**src/rtl/aes_ks_rcon_ctrl_if.sv**
```systemverilog
// Handshake and strobe bundle of the AES-128 key-schedule sequencer.
// master: the sequencer; slave: datapath / round-constant generator / host side.
// Optional macro AES_KS_RND_STALL_EN adds rnd_valid and pipe_en.
interface aes_ks_rcon_ctrl_if;
    logic       in_valid;
    logic       in_ready;
    logic       key_load;
    logic       sbox_valid;
    logic       key_update;
    logic       rcon_init;
    logic       rcon_update;
    logic       rcon_gate;
    logic [3:0] round;
    logic       out_valid;
    logic       out_ready;
`ifdef AES_KS_RND_STALL_EN
    logic       rnd_valid;
    logic       pipe_en;

    modport master (
        input  in_valid, out_ready, rnd_valid,
        output in_ready, key_load, sbox_valid, key_update,
               rcon_init, rcon_update, rcon_gate, round, out_valid, pipe_en
    );
    modport slave (
        output in_valid, out_ready, rnd_valid,
        input  in_ready, key_load, sbox_valid, key_update,
               rcon_init, rcon_update, rcon_gate, round, out_valid, pipe_en
    );
`else
    modport master (
        input  in_valid, out_ready,
        output in_ready, key_load, sbox_valid, key_update,
               rcon_init, rcon_update, rcon_gate, round, out_valid
    );
    modport slave (
        output in_valid, out_ready,
        input  in_ready, key_load, sbox_valid, key_update,
               rcon_init, rcon_update, rcon_gate, round, out_valid
    );
`endif
endinterface

```
**src/rtl/aes_ks_rcon_ctrl.sv**
```systemverilog
// Sequencing FSM for the masked AES-128 key schedule: issues SubWord to the
// shared S-box, waits SBOX_LAT cycles, then mixes the word update with the
// gated round constant. Owns the round counter and start/done handshake.
// Optional macro AES_KS_RND_STALL_EN: rnd_valid stalls SUB/WAIT/XOR, pipe_en
// freezes the S-box pipeline in step.
module aes_ks_rcon_ctrl #(
    parameter int unsigned SBOX_LAT = 4,
    parameter int unsigned NROUNDS  = 10
) (
    input  logic                    clk,
    input  logic                    rst,
    aes_ks_rcon_ctrl_if.master      bus
);
    localparam logic [3:0] LAT_M1     = 4'(SBOX_LAT - 1);
    localparam logic [3:0] LAST_ROUND = 4'(NROUNDS - 1);

    typedef enum logic [2:0] {S_IDLE, S_SUB, S_WAIT, S_XOR, S_DONE} state_t;

    state_t     state_q, state_d;
    logic [3:0] cnt_q, cnt_d;
    logic [3:0] round_q, round_d;

    logic in_ready, key_load, sbox_valid, key_update;
    logic rcon_init, rcon_update, rcon_gate, out_valid, pipe_en;
    logic adv;

`ifdef AES_KS_RND_STALL_EN
    assign adv = bus.rnd_valid;
    assign bus.pipe_en = pipe_en;
`else
    assign adv = 1'b1;
`endif

    // State, wait counter and round counter registers.
    always_ff @(posedge clk) begin
        if (rst) begin
            state_q <= S_IDLE;
            cnt_q   <= '0;
            round_q <= '0;
        end else begin
            state_q <= state_d;
            cnt_q   <= cnt_d;
            round_q <= round_d;
        end
    end

    // Next-state and strobe decode; reset overrides outputs so an abort
    // never leaks a partial strobe in the reset cycle itself.
    always_comb begin
        state_d     = state_q;
        cnt_d       = cnt_q;
        round_d     = round_q;
        in_ready    = 1'b0;
        key_load    = 1'b0;
        sbox_valid  = 1'b0;
        key_update  = 1'b0;
        rcon_init   = 1'b0;
        rcon_update = 1'b0;
        rcon_gate   = 1'b0;
        out_valid   = 1'b0;
        pipe_en     = 1'b0;

        unique case (state_q)
            S_IDLE: begin
                // Generator is held at 0x01 for as long as we sit idle.
                in_ready  = 1'b1;
                rcon_init = 1'b1;
                if (bus.in_valid) begin
                    key_load = 1'b1;
                    round_d  = '0;
                    state_d  = S_SUB;
                end
            end
            S_SUB: begin
                pipe_en = adv;
                if (adv) begin
                    sbox_valid = 1'b1;
                    cnt_d      = '0;
                    state_d    = S_WAIT;
                end
            end
            S_WAIT: begin
                pipe_en = adv;
                if (adv) begin
                    cnt_d = cnt_q + 4'd1;
                    if (cnt_q == LAT_M1) begin
                        state_d = S_XOR;
                    end
                end
            end
            S_XOR: begin
                pipe_en = adv;
                if (adv) begin
                    key_update  = 1'b1;
                    rcon_gate   = 1'b1;
                    rcon_update = 1'b1;
                    if (round_q == LAST_ROUND) begin
                        state_d = S_DONE;
                    end else begin
                        round_d = round_q + 4'd1;
                        state_d = S_SUB;
                    end
                end
            end
            S_DONE: begin
                out_valid = 1'b1;
                if (bus.out_ready) begin
                    state_d = S_IDLE;
                end
            end
            default: state_d = S_IDLE;
        endcase

        if (rst) begin
            in_ready    = 1'b1;
            key_load    = 1'b0;
            sbox_valid  = 1'b0;
            key_update  = 1'b0;
            rcon_init   = 1'b1;
            rcon_update = 1'b0;
            rcon_gate   = 1'b0;
            out_valid   = 1'b0;
            pipe_en     = 1'b0;
        end
    end

    assign bus.in_ready    = in_ready;
    assign bus.key_load    = key_load;
    assign bus.sbox_valid  = sbox_valid;
    assign bus.key_update  = key_update;
    assign bus.rcon_init   = rcon_init;
    assign bus.rcon_update = rcon_update;
    assign bus.rcon_gate   = rcon_gate;
    assign bus.out_valid   = out_valid;
    assign bus.round       = rst ? 4'd0 : round_q;
endmodule

```
**src/flat_wrapper.sv**
```systemverilog
// flat-port wrapper written by rule: the top's interface ports become plain ports
module aes_ks_rcon_ctrl_flat 
#(
    parameter int unsigned SBOX_LAT = 4,
    parameter int unsigned NROUNDS  = 10
)
  (clk, rst, bus_in_valid, bus_out_ready, bus_in_ready, bus_key_load, bus_sbox_valid, bus_key_update, bus_rcon_init, bus_rcon_update, bus_rcon_gate, bus_round, bus_out_valid);
  aes_ks_rcon_ctrl_if bus_i ();
  input  logic clk;
  input  logic rst;
  input wire logic [$bits(bus_i.in_valid)-1:0] bus_in_valid;
  input wire logic [$bits(bus_i.out_ready)-1:0] bus_out_ready;
  output wire logic [$bits(bus_i.in_ready)-1:0] bus_in_ready;
  output wire logic [$bits(bus_i.key_load)-1:0] bus_key_load;
  output wire logic [$bits(bus_i.sbox_valid)-1:0] bus_sbox_valid;
  output wire logic [$bits(bus_i.key_update)-1:0] bus_key_update;
  output wire logic [$bits(bus_i.rcon_init)-1:0] bus_rcon_init;
  output wire logic [$bits(bus_i.rcon_update)-1:0] bus_rcon_update;
  output wire logic [$bits(bus_i.rcon_gate)-1:0] bus_rcon_gate;
  output wire logic [$bits(bus_i.round)-1:0] bus_round;
  output wire logic [$bits(bus_i.out_valid)-1:0] bus_out_valid;
  assign bus_i.in_valid = bus_in_valid;
  assign bus_i.out_ready = bus_out_ready;
  assign bus_in_ready = bus_i.in_ready;
  assign bus_key_load = bus_i.key_load;
  assign bus_sbox_valid = bus_i.sbox_valid;
  assign bus_key_update = bus_i.key_update;
  assign bus_rcon_init = bus_i.rcon_init;
  assign bus_rcon_update = bus_i.rcon_update;
  assign bus_rcon_gate = bus_i.rcon_gate;
  assign bus_round = bus_i.round;
  assign bus_out_valid = bus_i.out_valid;
  aes_ks_rcon_ctrl #(.SBOX_LAT(SBOX_LAT), .NROUNDS(NROUNDS)) u_core (.clk(clk), .rst(rst), .bus(bus_i));
endmodule
```
**config.mk**
```make
export PLATFORM = sky130hd
export DESIGN_NAME = aes_ks_rcon_ctrl_flat
export DESIGN_NICKNAME = d
export VERILOG_FILES = /design/src/rtl/aes_ks_rcon_ctrl_if.sv /design/src/rtl/aes_ks_rcon_ctrl.sv /design/src/flat_wrapper.sv
export SDC_FILE = /design/constraint.sdc
export NUM_CORES = 1
export LEC_CHECK = 0
export CORE_MARGIN = 2
export CORE_UTILIZATION = 52
export DETAILED_ROUTE_END_ITERATION = 7
export PLACE_DENSITY = 0.9
export SYNTH_ARGS = -nofsm -noshare
export SYNTH_HDL_FRONTEND = slang
export SYNTH_SLANG_ARGS = --single-unit
```
**constraint.sdc**
```tcl
create_clock -name clk -period 4.25 [get_ports clk]
set_input_delay 1.275 -clock clk [delete_from_list [all_inputs] [get_ports clk]]
set_output_delay 1.275 -clock clk [all_outputs]
set_load 0.01 [all_outputs]
```
Word level (Yosys, flattened, before mapping)
Cells that the tools add are included.

word-level totals
  bits in writable memories = 0
  memory bits (read-only) = 0
  bits in registers = 11
  memories kept = 0
  output and inout bits = 12
  latch bits = 0
  bits of input ports = 4

cells by class
  shift operators = 0
  reductions and logical operators = 5
  $mul = 0
  muxes and demuxes = 21
  equal/unequal tests = 10
  add/sub/neg operators = 2
  div/mod/pow operators = 0
  bitwise operators = 0
  order comparisons = 0

operators by type and width
  cell                                            count
  one-hot mux 4 bit (2 select lines)              2
  one-hot mux 3 bit (5 select lines)              1
  2-to-1 mux 3 bit                                4
  2-to-1 mux 4 bit                                3
  2-to-1 mux 1 bit                                11
  adder 4 x 1 -> 4 bit (second input constant)    2
  == test 3 x 2 -> 1 bit (second input constant)  2
  != test 2 bit (second input constant)           3
  AND reduction 3 bit                             2
  == test 4 x 2 -> 1 bit (second input constant)  1
  == test 4 bit (second input constant)           1
  nonzero test 2 bit                              2
  == test 3 x 1 -> 1 bit (second input constant)  1
  == test 3 bit (second input constant)           1
  zero test 3 bit                                 1
  != test 2 x 1 -> 1 bit (second input constant)  1

Depth between registers and ports, before layout
  depth in word-level cells = 3
  mapped depth = 6

Worst setup path before layout
Ideal clock, no wire load.

  path kind = input port to output port
  start = in rst
  end = out bus_rcon_gate
  path slack = 1024 ps
  stages = 3
  required time = 2975 ps
  buffers on the path = 2
  arrival = 1951 ps
  cells stage by stage = clkbuf_1 nor2_1 buf_4

between the ends
  cells in the longest elaborated chain, start to end = 1

RTL lines
  element             line                RTL
  start: declaration  flat_wrapper.sv:10  input logic rst;
  2-to-1 mux 1 bit    -
  end: declaration    flat_wrapper.sv:19  output wire logic [$bits(bus_i.rcon_gate)-1:0] bus_rcon_gate;

No other way between the ends.

Final worst setup path
  start = in bus_in_valid
  end = out bus_key_load

between the ends
  cells in the longest elaborated chain, start to end = 3

RTL lines
  element             line                     RTL
  start: declaration  flat_wrapper.sv:11       input wire logic [$bits(bus_i.in_valid)-1:0] bus_in_valid;
  2-to-1 mux 1 bit    aes_ks_rcon_ctrl.sv:68   if (bus.in_valid) begin
  2-to-1 mux 1 bit    aes_ks_rcon_ctrl.sv:63   unique case (state_q)
  2-to-1 mux 1 bit    aes_ks_rcon_ctrl.sv:114  if (rst) begin
  end: declaration    flat_wrapper.sv:14       output wire logic [$bits(bus_i.key_load)-1:0] bus_key_load;

No other way between the ends.

==> run_results.csv <==
group,metric,value,unit
run_status,status,"complete, no violations",
floorplan,dieArea,0.00170,mm^2
sta,final-setup-viol-count,0,
sta,worst_pin_slew,0.535,ns
cts,cts.clk_slew.worst_paths,0.07,ns
critical_path,end_kind,"output pin",
routing,wirelength,1450,um
cells_and_area,post-route-util,67.1,%
hold_path,whs_path_depth,2,
pwr,power.density,512,mW/mm^2
sta,final.setup.tns,0,ns
global_route,grt_pass1_wl,2310,um
pwr,p_sw,0.177,mW
cells_and_area,nets,109,
global_route,grt_start_max_net_pins,18,
cells_and_area,syn_to_final_growth,20.8,%
sta,rsz0062_at_grt,"no",
routing,drtAntennaViolNets,0,
synthesis,synth-edff-count,0,
synthesis,async_flop_share,0,%
critical_path,crit_path_start_kind,"input pin",
synthesis,synth_nets,97,
sta,period_share,98.4,%
place,place.gp.congestion,0.810,
pwr,p_comb_share,42.9,%
cells_and_area,stdcell_area,873,um^2
sta,fin_skew,0.00631,ns
routing,drt_iter0_drc,21,
floorplan,start_util,55.6,%
sta,slew-limit-headroom,64.3,%
run,cap_violations,0,
cts,ctsResizeCount,0,
synthesis,ys.warnings.count,0,
critical_path,crit_required,2.97,ns
cts,cts_max_level,1,
pwr,power_frac_seq,40.6,%
critical_path,crit_fanout,4,
cts,cts_buffer_depth,2,
critical_path,cp.arrival,2.91,ns
pwr,clkPwrFrac,16.5,%
sta,fmax,239,MHz
synthesis,synth.area.top_cells,"dfxtp_1 30%, nor2_1 6.7%, ha_1 5.2%",
routing,post_drt_wl_per_cell,12.5,um
synthesis,synth_top_area_share,30.4,%
routing,vias,659,
pwr,p_int,0.270,mW
synthesis,synth.avg_cell_area,8.04,um^2
cts,cts_setup_buffers,0,
hold_path,hold_class,"register to register",
floorplan,fp.dieH,41.3,um
pwr,worst_ir_drop_vdd,0.317,mV
synthesis,yosysUniqueCellTypes,36,
synthesis,synth_largest_area_cell,"dfxtp_1",
cts,cts_root_buf,"clkbuf_4",
place,place_ws,0.0544,ns
critical_path,rrSetupSlack,2.52,ns
routing,via_per_inst,5.68,
routing,drt_first_pass_iters,4,
global_route,grt_usage,21.0,%
synthesis,synthCells,90,
global_route,grt_pass1_vias,534,
cts,cts_hold_buffers,0,
cells_and_area,fillCellCount,119,
critical_path,worstRegToRegCells,4,
sta,fin_ws,0.0680,ns
pwr,p_sw_share,39.5,%
global_route,antenna_found_initial,0,
synthesis,ys_seq_area_share,30.4,%
floorplan,die_x,41.3,um
critical_path,crit_type,"input pin to output pin",
routing,drt_drc_violations_left,0,
floorplan,rows,13,
pwr,p_total,0.447,mW
cts,clkSinkCount,11,
cells_and_area,layout-drive-gt1-share,8.91,%
global_route,grt_overflow_total,0,
sta,drv_slew,0,
place,postPlaceCellArea,847,um^2
synthesis,netlist_area,723,um^2
cts,clk_latency,0.28,ns
sta,fin_crit,4.18,ns
cts,cts_inserted_buffers,3,
pwr,leakagePower,0.323,nW
place,io_buffers,15,
sta,hold_viol_final,0,
cells_and_area,diodes,0,
synthesis,ys_ff_latch,11,
floorplan,core-area,0.00130,mm^2
cts,cts_tree,"done",
synthesis,ys.flop_type,"dfxtp_1",
floorplan,io_pins,16,
place,hpwlAfterDp,1080,um
==> registers in the layout, indices dropped and copies added, names as in the netlist <==
signal / count
u_core.cnt_q: 4
u_core.round_q: 4
u_core.state_q: 3
==> power by group through the flow <==
stage          combinational (mW)  clock, mW  sequential, mW
6_report                    0.192     0.0739           0.181
5_1_grt                     0.215     0.0802           0.187
4_1_cts                     0.194     0.0739           0.180
3_5_place_dp                0.193          0           0.182
3_3_place_gp                0.184          0           0.178
2_1_floorplan               0.187          0           0.139
==> metrics by stage <==
stage	std cells	hold slack (ns)
6_report	116	0.533
5_1_grt	116	0.605
4_1_cts	116	0.530
3_5_place_dp	112	0.518
3_3_place_gp	112	0.514
2_1_floorplan	90	0.480
==> Yosys cell counts (all sizes together), types with 2 or more instances <==
master	count
nor2	13
dfxtp	11
buf	5
nand2	5
nor2b	5
o21ai	5
clkbuf	4
nand2b	4
nor3	4
a22oi	3
ha	3
inv	3
mux2	3
a21oi	2
nand3b	2
nor4	2
o21bai	2
==> per-layer routing <==
layer	wire length, um	vias to the layer above	GRT usage, %	part of all wire, %
met4	25	0	7.26	1.7
li1	-	335	-	-
met3	54	3	4.79	3.7
met5	0	-	0	0
met1	682	305	28.4	47
met2	689	16	32.8	47
==> final cells by class <==
cell class / instances / area, um^2 / share of cell area, %
Multi-Input combinational cell: 67 / 439 / 50.3
Sequential cell: 11 / 220 / 25.2
Timing Repair Buffer: 16 / 158 / 18.1
Clock buffer: 4 / 26.3 / 3.01
Tap cell: 15 / 18.8 / 2.15
Inverter: 3 / 11.3 / 1.29
==> critical path: stages <==
cell and delay [ns]:
clkdlybuf4s50_1 0.49, or4b_4 0.49, nor2_1 0.10, clkdlybuf4s50_1 0.54
==> layout by cell type (no fill, tap or decap), drive strengths merged, types with 2 or more instances in the layout <==
cell type / instances
o21bai: 2
nor3: 4
a21oi: 2
nor2: 13
clkbuf: 4
nand2b: 4
o21ai: 5
dfxtp: 11
mux2: 3
clkdlybuf4s50: 15
nand2: 5
ha: 3
inv: 3
nor4: 2
nand3b: 2
nor2b: 5
a22oi: 3
==> cells by family (layout without fill, tap and decap cells) <==
| family | count (synthesis) | in the layout | synth area share, % |
|---|---|---|---|
| AND/OR/NAND/NOR | 42 | 42 | 33.0 |
| adder cells (fa/ha/maj) | 3 | 3 | 5.19 |
| XOR/XNOR | 1 | 1 | 1.21 |
| multiplexers | 3 | 3 | 4.67 |
| AO/OA/AOI/OAI | 18 | 18 | 16.6 |
| buffers and inverters | 12 | 23 | 8.82 |
| flip-flops | 11 | 11 | 30.4 |
==> worst paths after layout <==
| path | from | end |
|---|---|---|
| setup / recovery | bus_in_valid | bus_key_load |
| hold / removal | u_core.round_q[2] | u_core.round_q[2] |
| setup reg to reg | u_core.state_q[0] | u_core.round_q[2] |
| hold reg to reg | u_core.round_q[2] | u_core.round_q[2] |
No activity file was read; power rests on OpenSTA's default activity.
